--- src/rtl/wb_port_arbiter_if.sv ---
// Interface bundling the writeback-arbiter signals: pipeline writeback request,
// multi-cycle unit handshake, register-file write port and status outputs.
// The master side drives requests and observes the port; the slave side is the arbiter.
interface wb_port_arbiter_if #(
   parameter int FIFO_DEPTH = 2
);
   localparam int CNT_W = $clog2(FIFO_DEPTH) + 1;

   logic             pipe_we;
   logic [4:0]       pipe_reg;
   logic [31:0]      pipe_data;
   logic             mc_valid;
   logic             mc_ready;
   logic [4:0]       mc_reg;
   logic [31:0]      mc_data;
   logic             reg_write;
   logic [4:0]       write_reg;
   logic [31:0]      write_data;
   logic             stall_req;
   logic [CNT_W-1:0] pending_cnt;

   modport master (
      output pipe_we, pipe_reg, pipe_data, mc_valid, mc_reg, mc_data,
      input  mc_ready, reg_write, write_reg, write_data, stall_req, pending_cnt
   );

   modport slave (
      input  pipe_we, pipe_reg, pipe_data, mc_valid, mc_reg, mc_data,
      output mc_ready, reg_write, write_reg, write_data, stall_req, pending_cnt
   );
endinterface

--- src/rtl/wb_port_arbiter.sv ---
// Register-file write port arbiter. Pipeline writeback always owns the port;
// multi-cycle unit results wait in a small FIFO and drain in idle cycles.
// A younger pipeline write to the same register kills queued entries, and a
// starvation counter requests a pipeline bubble when the FIFO head waits too long.
// Optional feature: define WB_BYPASS_EN to let a unit result use an idle port
// directly (zero latency) when the FIFO is empty, instead of being queued.
// The interface instance must be built with the same FIFO_DEPTH as this module.
module wb_port_arbiter #(
   parameter int FIFO_DEPTH   = 2,
   parameter int STARVE_LIMIT = 4
) (
   input logic              clk,
   input logic              resetn,
   wb_port_arbiter_if.slave bus
);
   localparam int PTR_W = (FIFO_DEPTH > 1) ? $clog2(FIFO_DEPTH) : 1;
   localparam int CNT_W = $clog2(FIFO_DEPTH) + 1;
   localparam int SC_W  = $clog2(STARVE_LIMIT + 1);

   logic [4:0]            fifo_reg  [FIFO_DEPTH];
   logic [31:0]           fifo_data [FIFO_DEPTH];
   logic [FIFO_DEPTH-1:0] fifo_live;
   logic [PTR_W-1:0]      rd_ptr;
   logic [PTR_W-1:0]      wr_ptr;
   logic [CNT_W-1:0]      count;
   logic [SC_W-1:0]       starve;

   logic        empty;
   logic        full;
   logic        head_live;
   logic        pop;
   logic        push;
   logic        bypass_take;
   logic        sel_valid;
   logic [4:0]  sel_reg;
   logic [31:0] sel_data;
   logic        wr_en;

   // Port selection, FIFO handshake decode and stall request from current state and inputs
   always_comb begin
      empty       = (count == '0);
      full        = (count == CNT_W'(FIFO_DEPTH));
      head_live   = !empty && fifo_live[rd_ptr];
      pop         = resetn && !bus.pipe_we && !empty;
      bypass_take = 1'b0;
`ifdef WB_BYPASS_EN
      bypass_take = resetn && !bus.pipe_we && empty && bus.mc_valid;
`else
      bypass_take = 1'b0;
`endif
      bus.mc_ready = resetn && !full;
      push         = bus.mc_valid && bus.mc_ready && !bypass_take;

      sel_valid = 1'b0;
      sel_reg   = '0;
      sel_data  = '0;
      if (bus.pipe_we) begin
         sel_valid = 1'b1;
         sel_reg   = bus.pipe_reg;
         sel_data  = bus.pipe_data;
      end else if (!empty) begin
         sel_valid = fifo_live[rd_ptr];
         sel_reg   = fifo_reg[rd_ptr];
         sel_data  = fifo_data[rd_ptr];
      end else if (bypass_take) begin
         sel_valid = 1'b1;
         sel_reg   = bus.mc_reg;
         sel_data  = bus.mc_data;
      end

      wr_en           = resetn && sel_valid && (sel_reg != 5'd0);
      bus.reg_write   = wr_en;
      bus.write_reg   = wr_en ? sel_reg : 5'd0;
      bus.write_data  = wr_en ? sel_data : 32'd0;
      bus.stall_req   = resetn && head_live && (starve == SC_W'(STARVE_LIMIT));
      bus.pending_cnt = count;
   end

   // Payload storage; contents are only meaningful while the matching slot is occupied
   always_ff @(posedge clk) begin
      if (push) begin
         fifo_reg[wr_ptr]  <= bus.mc_reg;
         fifo_data[wr_ptr] <= bus.mc_data;
      end
   end

   // Pointers, occupancy, live bits (WAW kill) and the starvation counter
   always_ff @(posedge clk) begin
      if (!resetn) begin
         rd_ptr    <= '0;
         wr_ptr    <= '0;
         count     <= '0;
         fifo_live <= '0;
         starve    <= '0;
      end else begin
         if (bus.pipe_we && (bus.pipe_reg != 5'd0)) begin
            for (int i = 0; i < FIFO_DEPTH; i++) begin
               if (fifo_reg[i] == bus.pipe_reg) begin
                  fifo_live[i] <= 1'b0;
               end
            end
         end
         if (push) begin
            fifo_live[wr_ptr] <= 1'b1;
            wr_ptr            <= wr_ptr + 1'b1;
         end
         if (pop) begin
            rd_ptr <= rd_ptr + 1'b1;
         end
         count <= count + CNT_W'(push) - CNT_W'(pop);

         if (empty || pop) begin
            starve <= '0;
         end else if (head_live && bus.pipe_we && (starve != SC_W'(STARVE_LIMIT))) begin
            starve <= starve + 1'b1;
         end
      end
   end
endmodule

--- src/flat_wrapper.sv ---
// flat-port wrapper written by rule: the top's interface ports become plain ports
module wb_port_arbiter_flat 
#(
   parameter int FIFO_DEPTH   = 2,
   parameter int STARVE_LIMIT = 4
)
  (clk, resetn, bus_pipe_we, bus_pipe_reg, bus_pipe_data, bus_mc_valid, bus_mc_reg, bus_mc_data, bus_mc_ready, bus_reg_write, bus_write_reg, bus_write_data, bus_stall_req, bus_pending_cnt);
  wb_port_arbiter_if #(.FIFO_DEPTH(FIFO_DEPTH)) bus_i ();
  input logic clk;
  input logic resetn;
  input wire logic [$bits(bus_i.pipe_we)-1:0] bus_pipe_we;
  input wire logic [$bits(bus_i.pipe_reg)-1:0] bus_pipe_reg;
  input wire logic [$bits(bus_i.pipe_data)-1:0] bus_pipe_data;
  input wire logic [$bits(bus_i.mc_valid)-1:0] bus_mc_valid;
  input wire logic [$bits(bus_i.mc_reg)-1:0] bus_mc_reg;
  input wire logic [$bits(bus_i.mc_data)-1:0] bus_mc_data;
  output wire logic [$bits(bus_i.mc_ready)-1:0] bus_mc_ready;
  output wire logic [$bits(bus_i.reg_write)-1:0] bus_reg_write;
  output wire logic [$bits(bus_i.write_reg)-1:0] bus_write_reg;
  output wire logic [$bits(bus_i.write_data)-1:0] bus_write_data;
  output wire logic [$bits(bus_i.stall_req)-1:0] bus_stall_req;
  output wire logic [$bits(bus_i.pending_cnt)-1:0] bus_pending_cnt;
  assign bus_i.pipe_we = bus_pipe_we;
  assign bus_i.pipe_reg = bus_pipe_reg;
  assign bus_i.pipe_data = bus_pipe_data;
  assign bus_i.mc_valid = bus_mc_valid;
  assign bus_i.mc_reg = bus_mc_reg;
  assign bus_i.mc_data = bus_mc_data;
  assign bus_mc_ready = bus_i.mc_ready;
  assign bus_reg_write = bus_i.reg_write;
  assign bus_write_reg = bus_i.write_reg;
  assign bus_write_data = bus_i.write_data;
  assign bus_stall_req = bus_i.stall_req;
  assign bus_pending_cnt = bus_i.pending_cnt;
  wb_port_arbiter #(.FIFO_DEPTH(FIFO_DEPTH), .STARVE_LIMIT(STARVE_LIMIT)) u_core (.clk(clk), .resetn(resetn), .bus(bus_i));
endmodule
--- config.mk ---
export PLATFORM = sky130hd
export DESIGN_NAME = wb_port_arbiter_flat
export DESIGN_NICKNAME = d
export VERILOG_FILES = /design/src/rtl/wb_port_arbiter_if.sv /design/src/rtl/wb_port_arbiter.sv /design/src/flat_wrapper.sv
export SDC_FILE = /design/constraint.sdc
export NUM_CORES = 1
export LEC_CHECK = 0
export ABC_AREA = 1
export CORE_ASPECT_RATIO = 0.7
export CORE_MARGIN = 2
export CORE_UTILIZATION = 45
export DETAILED_ROUTE_END_ITERATION = 16
export MAX_ROUTING_LAYER = met4
export PLACE_DENSITY = 0.78
export RECOVER_POWER = 100
export SETUP_SLACK_MARGIN = 0.05
export SLEW_MARGIN = 20
export SYNTH_ARGS = -nofsm -noshare
export SYNTH_HDL_FRONTEND = slang
export SYNTH_SLANG_ARGS = --single-unit
export TNS_END_PERCENT = 50
--- constraint.sdc ---
create_clock -name clk -period 4.1 [get_ports clk]
set_input_delay 0.82 -clock clk [delete_from_list [all_inputs] [get_ports clk]]
set_output_delay 0.82 -clock clk [all_outputs]
set_load 0.02 [all_outputs]
After elaboration in Yosys (flattened, before gate mapping)
Memories as Yosys holds them, arrays and structs flattened. A register that Yosys moved wholly into a read port is not among the register bits.
Cells that the tools add are included.
{"block": "classes", "addsub": 5, "multipliers": 0, "n_div": 0, "magnitude_cmp": 3, "n_eq_ne": 5, "n_shift": 0, "muxes": 23, "bitwise": 2, "reduce_logical": 21}
{"op": "$mux 32", "n": 3}
{"op": "$mux 5", "n": 3}
{"op": "$logic_and 1x1->1", "n": 13}
{"op": "$mux 1", "n": 13}
{"op": "$eq 5x5->1", "n": 2}
{"op": "$reduce_bool 5->1", "n": 2}
{"op": "$mux 2", "n": 3}
{"op": "$lt 1x2->1 const B", "n": 2}
{"op": "$add 3x1->3 const B", "n": 1}
{"op": "$eq 3x3->1 const B", "n": 1}
{"op": "$logic_not 1->1", "n": 3}
{"op": "$ne 3x3->1 const B", "n": 1}
{"op": "$add 1x1->1 const B", "n": 2}
{"op": "$add 2x1->2", "n": 1}
{"op": "$eq 2x2->1 const B", "n": 1}
{"op": "$logic_not 2->1", "n": 1}
{"op": "$or 2x2->2", "n": 1}
{"op": "$reduce_or 2->1", "n": 1}
{"op": "$sub 2x1->2", "n": 1}
{"op": "$demux 1 s1", "n": 1}
{"op": "$ge 1x1->1 const B", "n": 1}
{"op": "$logic_or 1x1->1", "n": 1}
{"op": "$not 1->1", "n": 1}
{"block": "totals", "ff_bits": 9, "latch_bits": 0, "mem_bits_rw": 74, "mem_bits_ro": 0, "inputBits": 78, "output_inout_bits": 42, "wordCells": 66, "memories": 2}
{"name": "u_core.fifo_data", "words": 2, "width": 32, "read_ports": 1, "rd_ports_with_merged_regs": 1, "write_ports": 1, "line": "wb_port_arbiter.sv:21", "source": "logic [31:0] fifo_data [FIFO_DEPTH];"}
{"name": "u_core.fifo_reg", "words": 2, "width": 5, "read_ports": 3, "rd_ports_with_merged_regs": 1, "write_ports": 1, "line": "wb_port_arbiter.sv:20", "source": "logic [4:0] fifo_reg [FIFO_DEPTH];"}

Logic depth before layout (Yosys ltp)
{"block": "logic_depth", "word_depth": 7, "ltp_mapped": 11, "ltp_nobuf": 9}

Worst setup path after synthesis
OpenSTA, ideal clock, no wires.
{"block": "synth_timing", "kind": "input to register", "start": "in resetn", "end": "mem u_core.fifo_data[1][0] (enable)", "arrival_time_ns": 3.192, "slack_ns": 0.476, "path_stages": 4, "cell_sequence": "clkinv_1 > a21oi_1 > nand2_1 > nor2_1"}
{"block": "synth_between", "elab_chain_cells": 4}
{"item": "start: declaration", "line": "flat_wrapper.sv:10", "source": "input logic resetn;"}
{"item": "$logic_and 1x1->1", "line": "wb_port_arbiter.sv:51", "source": "bus.mc_ready = resetn && !full;"}
{"item": "net bus_mc_ready", "line": "flat_wrapper.sv:17", "source": "output wire logic [$bits(bus_i.mc_ready)-1:0] bus_mc_ready;"}
{"item": "$logic_and 1x1->1", "line": "wb_port_arbiter.sv:52", "source": "push = bus.mc_valid && bus.mc_ready && !bypass_take;"}
{"item": "$mux 1", "line": "wb_port_arbiter.sv:81", "source": "if (push) begin"}
{"item": "$mux 1 (not written as such)", "line": "wb_port_arbiter.sv:83", "source": "fifo_data[wr_ptr] <= bus.mc_data;"}
{"item": "end: declaration", "line": "wb_port_arbiter.sv:21"}
The timed path passes the listed nets, and every way through them passes these cells.

Worst setup path after layout
{"block": "layout_timing", "start": "in bus_pipe_we", "end": "out bus_write_data[13]"}
{"block": "layout_between", "elab_chain_cells": 4, "word_cells_on_any_way": 7, "classes_between": "4 x mux; 3 x reduce/logical"}
{"item": "start: declaration", "line": "flat_wrapper.sv:11", "source": "input wire logic [$bits(bus_i.pipe_we)-1:0] bus_pipe_we;"}
{"item": "$mux 5 / $mux 1 (equally long branches)", "line": "wb_port_arbiter.sv:57", "source": "if (bus.pipe_we) begin"}
{"item": "$reduce_bool 5->1 / $logic_and 1x1->1 (equally long branches)", "line": "wb_port_arbiter.sv:71", "source": "wr_en = resetn && sel_valid && (sel_reg != 5'd0);"}
{"item": "$logic_and 1x1->1", "line": "wb_port_arbiter.sv:71"}
{"item": "$mux 32 (*)", "line": "wb_port_arbiter.sv:74", "source": "bus.write_data = wr_en ? sel_data : 32'd0;"}
{"item": "end: declaration", "line": "flat_wrapper.sv:20", "source": "output wire logic [$bits(bus_i.write_data)-1:0] bus_write_data;"}
Mark *: on every way between the ends. The rest lies on a longest branch, timed or not.

==> results.md <==
- Comb power frac: 0.214
- CTS H-tree lvls: 3
- Hold slack: between 400 and 500 ps
- Placed cells: 615
- Worst Hold Class: flip-flop to flip-flop
- Sink Count: 84
- Switching Fraction: 0.275
- Worst setup EP type: output port
- Detail Placement HPWL: between 6000 and 7000 µm
- Total I/O pin count: between 100 and 150
- CP Data Required Time: 3280 ps
- Final routed DRC violation total: 0
- Mapped Area: a little under 4000 µm²
- Total Wirelength: 8970 µm
- Leak: ~2.2 nW
- Worst r2r path cells: 5
- GR Overflow Total: 0
- Area delta synth->final: 41.0%
- Clock transition at path regs: about 60 ps
- Die height: 81.5 µm
- Fin. max-slew vios: 18
- Worst-case clock buffer depth: 2
- Post-CTS setup buffers: 0
- Num rows: 28
- Final min period: roughly 3700 ps
- Netlist cell types: 24
- Fin crit share: 0.910
- Syn Inst Count: ~400
- Die X: ~110 µm
- Number of global-route vias before repair: between 3000 and 4000
- Initial drt markers: approximately 160
- Final setup violation count: 0
- CP endpoint: bus_write_data[13]
- Clock share of power: 0.328
- Root buffer cell: clkbuf_16
- First-pass GRT wire length: between 10000 and 15000 µm
- Layout cells sized above 1: 0.0513
- Status: complete, but fails checks
- Int Pwr: 0.00158 W
- Area leader, netlist: edfxtp_1
- Clk_lat worst skew: 330 ps
- Worst Skew: between 10 and 15 ps
- Remaining antenna violation count: 0
- Crit path from: bus_pipe_we
- Worst r2r src: u_core.bus.pending_cnt[0]
- Pin count of the biggest net entering global routing: 23
- Psw: around 0.0006 W
- Initial Util: 0.459
- Failing checks: max-capacitance violations, max-slew violations
- Core Box Area: between 8000 and 9000 µm²
- Top-count cell post-synth: nand2_1
- CTS Buf Count: 9
- # resized after CTS: 0
- Post-Layout Cell Count: between 600 and 700
- CP startpoint kind: primary input
- Tightest Pin Transition: approximately 1700 ps
- Number of synthesized register bits: 84
- First-pass detailed-route iteration total: 4
- Die area: between 9000 and 10000 µm²
- RR Endpoint: u_core.fifo_data[1][11]
- Post-synth EDFFs: between 70 and 80
- Area contributors post-synth: edfxtp_1 58%, nand2_1 14%, a22oi_1 6.2%, dfxtp_1 5.2%, nor2_1 4.8%
- Pwr Density: about 400 nW/µm²
- Rel. slew slack: -0.138
- Post-route setup TNS: 0 ps
- Maxcap violations: 1
- Total power: ~0.0022 W
- Fin. Hold Viols: 0
- Tot GR Track Use: 0.203
- CTS tree: yes
- Post-synth ARST share: 0
- Ys Warns: 0
- Synthesized area per cell: approximately 9.7 µm²
- Mapped Nets: 479
- Kind of critical path: primary input to output port
- Placer congestion estimate: around 0.86
- Main synth FF type: edfxtp_1
- Max Clk Rate: about 270 MHz
- Vias: 3109
- Hold-fix buffers, CTS: 0
- Post-synth top cells: 149 x nand2_1, 74 x edfxtp_1, 49 x nor2_1, 32 x a22oi_1, 24 x inv_1
- RSZ-0062 raised after global routing: no
- Seq/Total Area, Yosys: 0.627
- Routed WL per cell: approximately 14 µm
- Peak VDD IR: approximately 0.00021 V
- Initial antenna violation count: 1
- Flop-to-flop setup slack: 1510 ps
- Share of power burned in registers: 0.458
- CP Max Fanout: 20
- Largest register FFs: 64
- Fin nets: 603
- Critical path arrival: approximately 2900 ps
- Post-synth top area share: 0.575
- Vias per cell: slightly below 5
- # port buffers: between 100 and 150
## critical path: stages
cell	delay [ps]
buf_2	220
nor2_1	470
nand2_1	90
nand2_1	110
nor2_1	50
nand3_1	70
nand2_1	70
buf_4	210
nor2_1	100
dlygate4sd3_1	690
## cell families (layout without fill, tap and decap cells)
family,count (synthesis),in the layout,synth area share
AO/OA/AOI/OAI,46,46,0.0810
other,0,2,0
buffers and inverters,45,174,0.0515
AND/OR/NAND/NOR,210,210,0.209
flip-flops,84,84,0.627
adder cells (fa/ha/maj),4,4,0.0130
XOR/XNOR,8,8,0.0181
## layer usage
layer  share of wire  vias to the layer above  track usage
met4          0.0060                        0       0.0687
met5               0                        -            -
met3           0.061                        6       0.0494
li1                -                     1573            -
met1            0.47                     1426        0.258
met2            0.46                      104        0.324
## worst min-delay path by stage
| stage | from | end | cells past startpoint | slack (ps) |
|---|---|---|---|---|
| after floorplan | u_core.fifo_live[1] | u_core.fifo_live[1] | 2 | 430 |
| after global placement | u_core.fifo_live[1] | u_core.fifo_live[1] | 2 | 440 |
| after detailed placement | u_core.fifo_live[1] | u_core.fifo_live[1] | 2 | 460 |
| after CTS | u_core.fifo_live[1] | u_core.fifo_live[1] | 2 | 470 |
| after global routing | u_core.fifo_live[1] | u_core.fifo_live[1] | 2 | 490 |
| final | u_core.fifo_live[1] | u_core.fifo_live[1] | 2 | 470 |
## power by group through the flow
| stage | Sequential (W) | Combinational, W | Clock [W] |
|---|---|---|---|
| floorplan | 0.00102 | 0.000271 | 0 |
| global placement | 0.00101 | 0.000479 | 0 |
| detailed placement | 0.00101 | 0.000488 | 0 |
| CTS | 0.000995 | 0.000491 | 0.000733 |
| global route | 0.00100 | 0.000517 | 0.000763 |
| finish | 0.000996 | 0.000465 | 0.000714 |
## cells in the final DEF, fill, tap and decap left out
cell             synthesis  routed
inv_6                    0       1
nor3_1                   5       5
a21oi_1                  9       9
inv_1                   24      24
nor2_1                  49      50
clkbuf_16                0       9
nand2_1                149     149
clkinvlp_4               0       3
nand3_1                  3       3
clkdlybuf4s50_1          0      46
edfxtp_1                74      74
ha_1                     4       4
diode_2                  0       2
clkbuf_1                 8       4
or2_2                    1       1
nor2_2                   2       1
xnor2_1                  4       4
buf_2                    3       1
a21boi_1                 1       1
dfxtp_1                 10      10
dlygate4sd3_1            0      72
clkinv_1                 1       3
o21ai_0                  4       4
a22oi_1                 32      32
inv_2                    1       1
buf_12                   0       1
nand4_1                  1       1
buf_4                    1       9
xor2_1                   4       4
## layout make-up
| type | count | area [µm²] |
|---|---|---|
| fillers | 702 | 2960 |
| well taps | 105 | 131 |
| clock inverters | 6 | 38.8 |
| clock buffers | 10 | 229 |
| flip-flops and latches | 84 | 2420 |
| multi-input cells | 268 | 1240 |
| repair buffers | 132 | 1280 |
| diodes | 2 | 5.00 |
| inverters | 26 | 97.6 |
## stage by stage
stage	util	cell area [µm²]	setup slack, ps
finish	0.648	5450	367
global placement	0.619	5200	598
floorplan	-	3860	476
global route	0.648	5450	193
CTS	0.650	5470	519
detailed placement	0.619	5200	514
(Power assumes the default switching activity.)
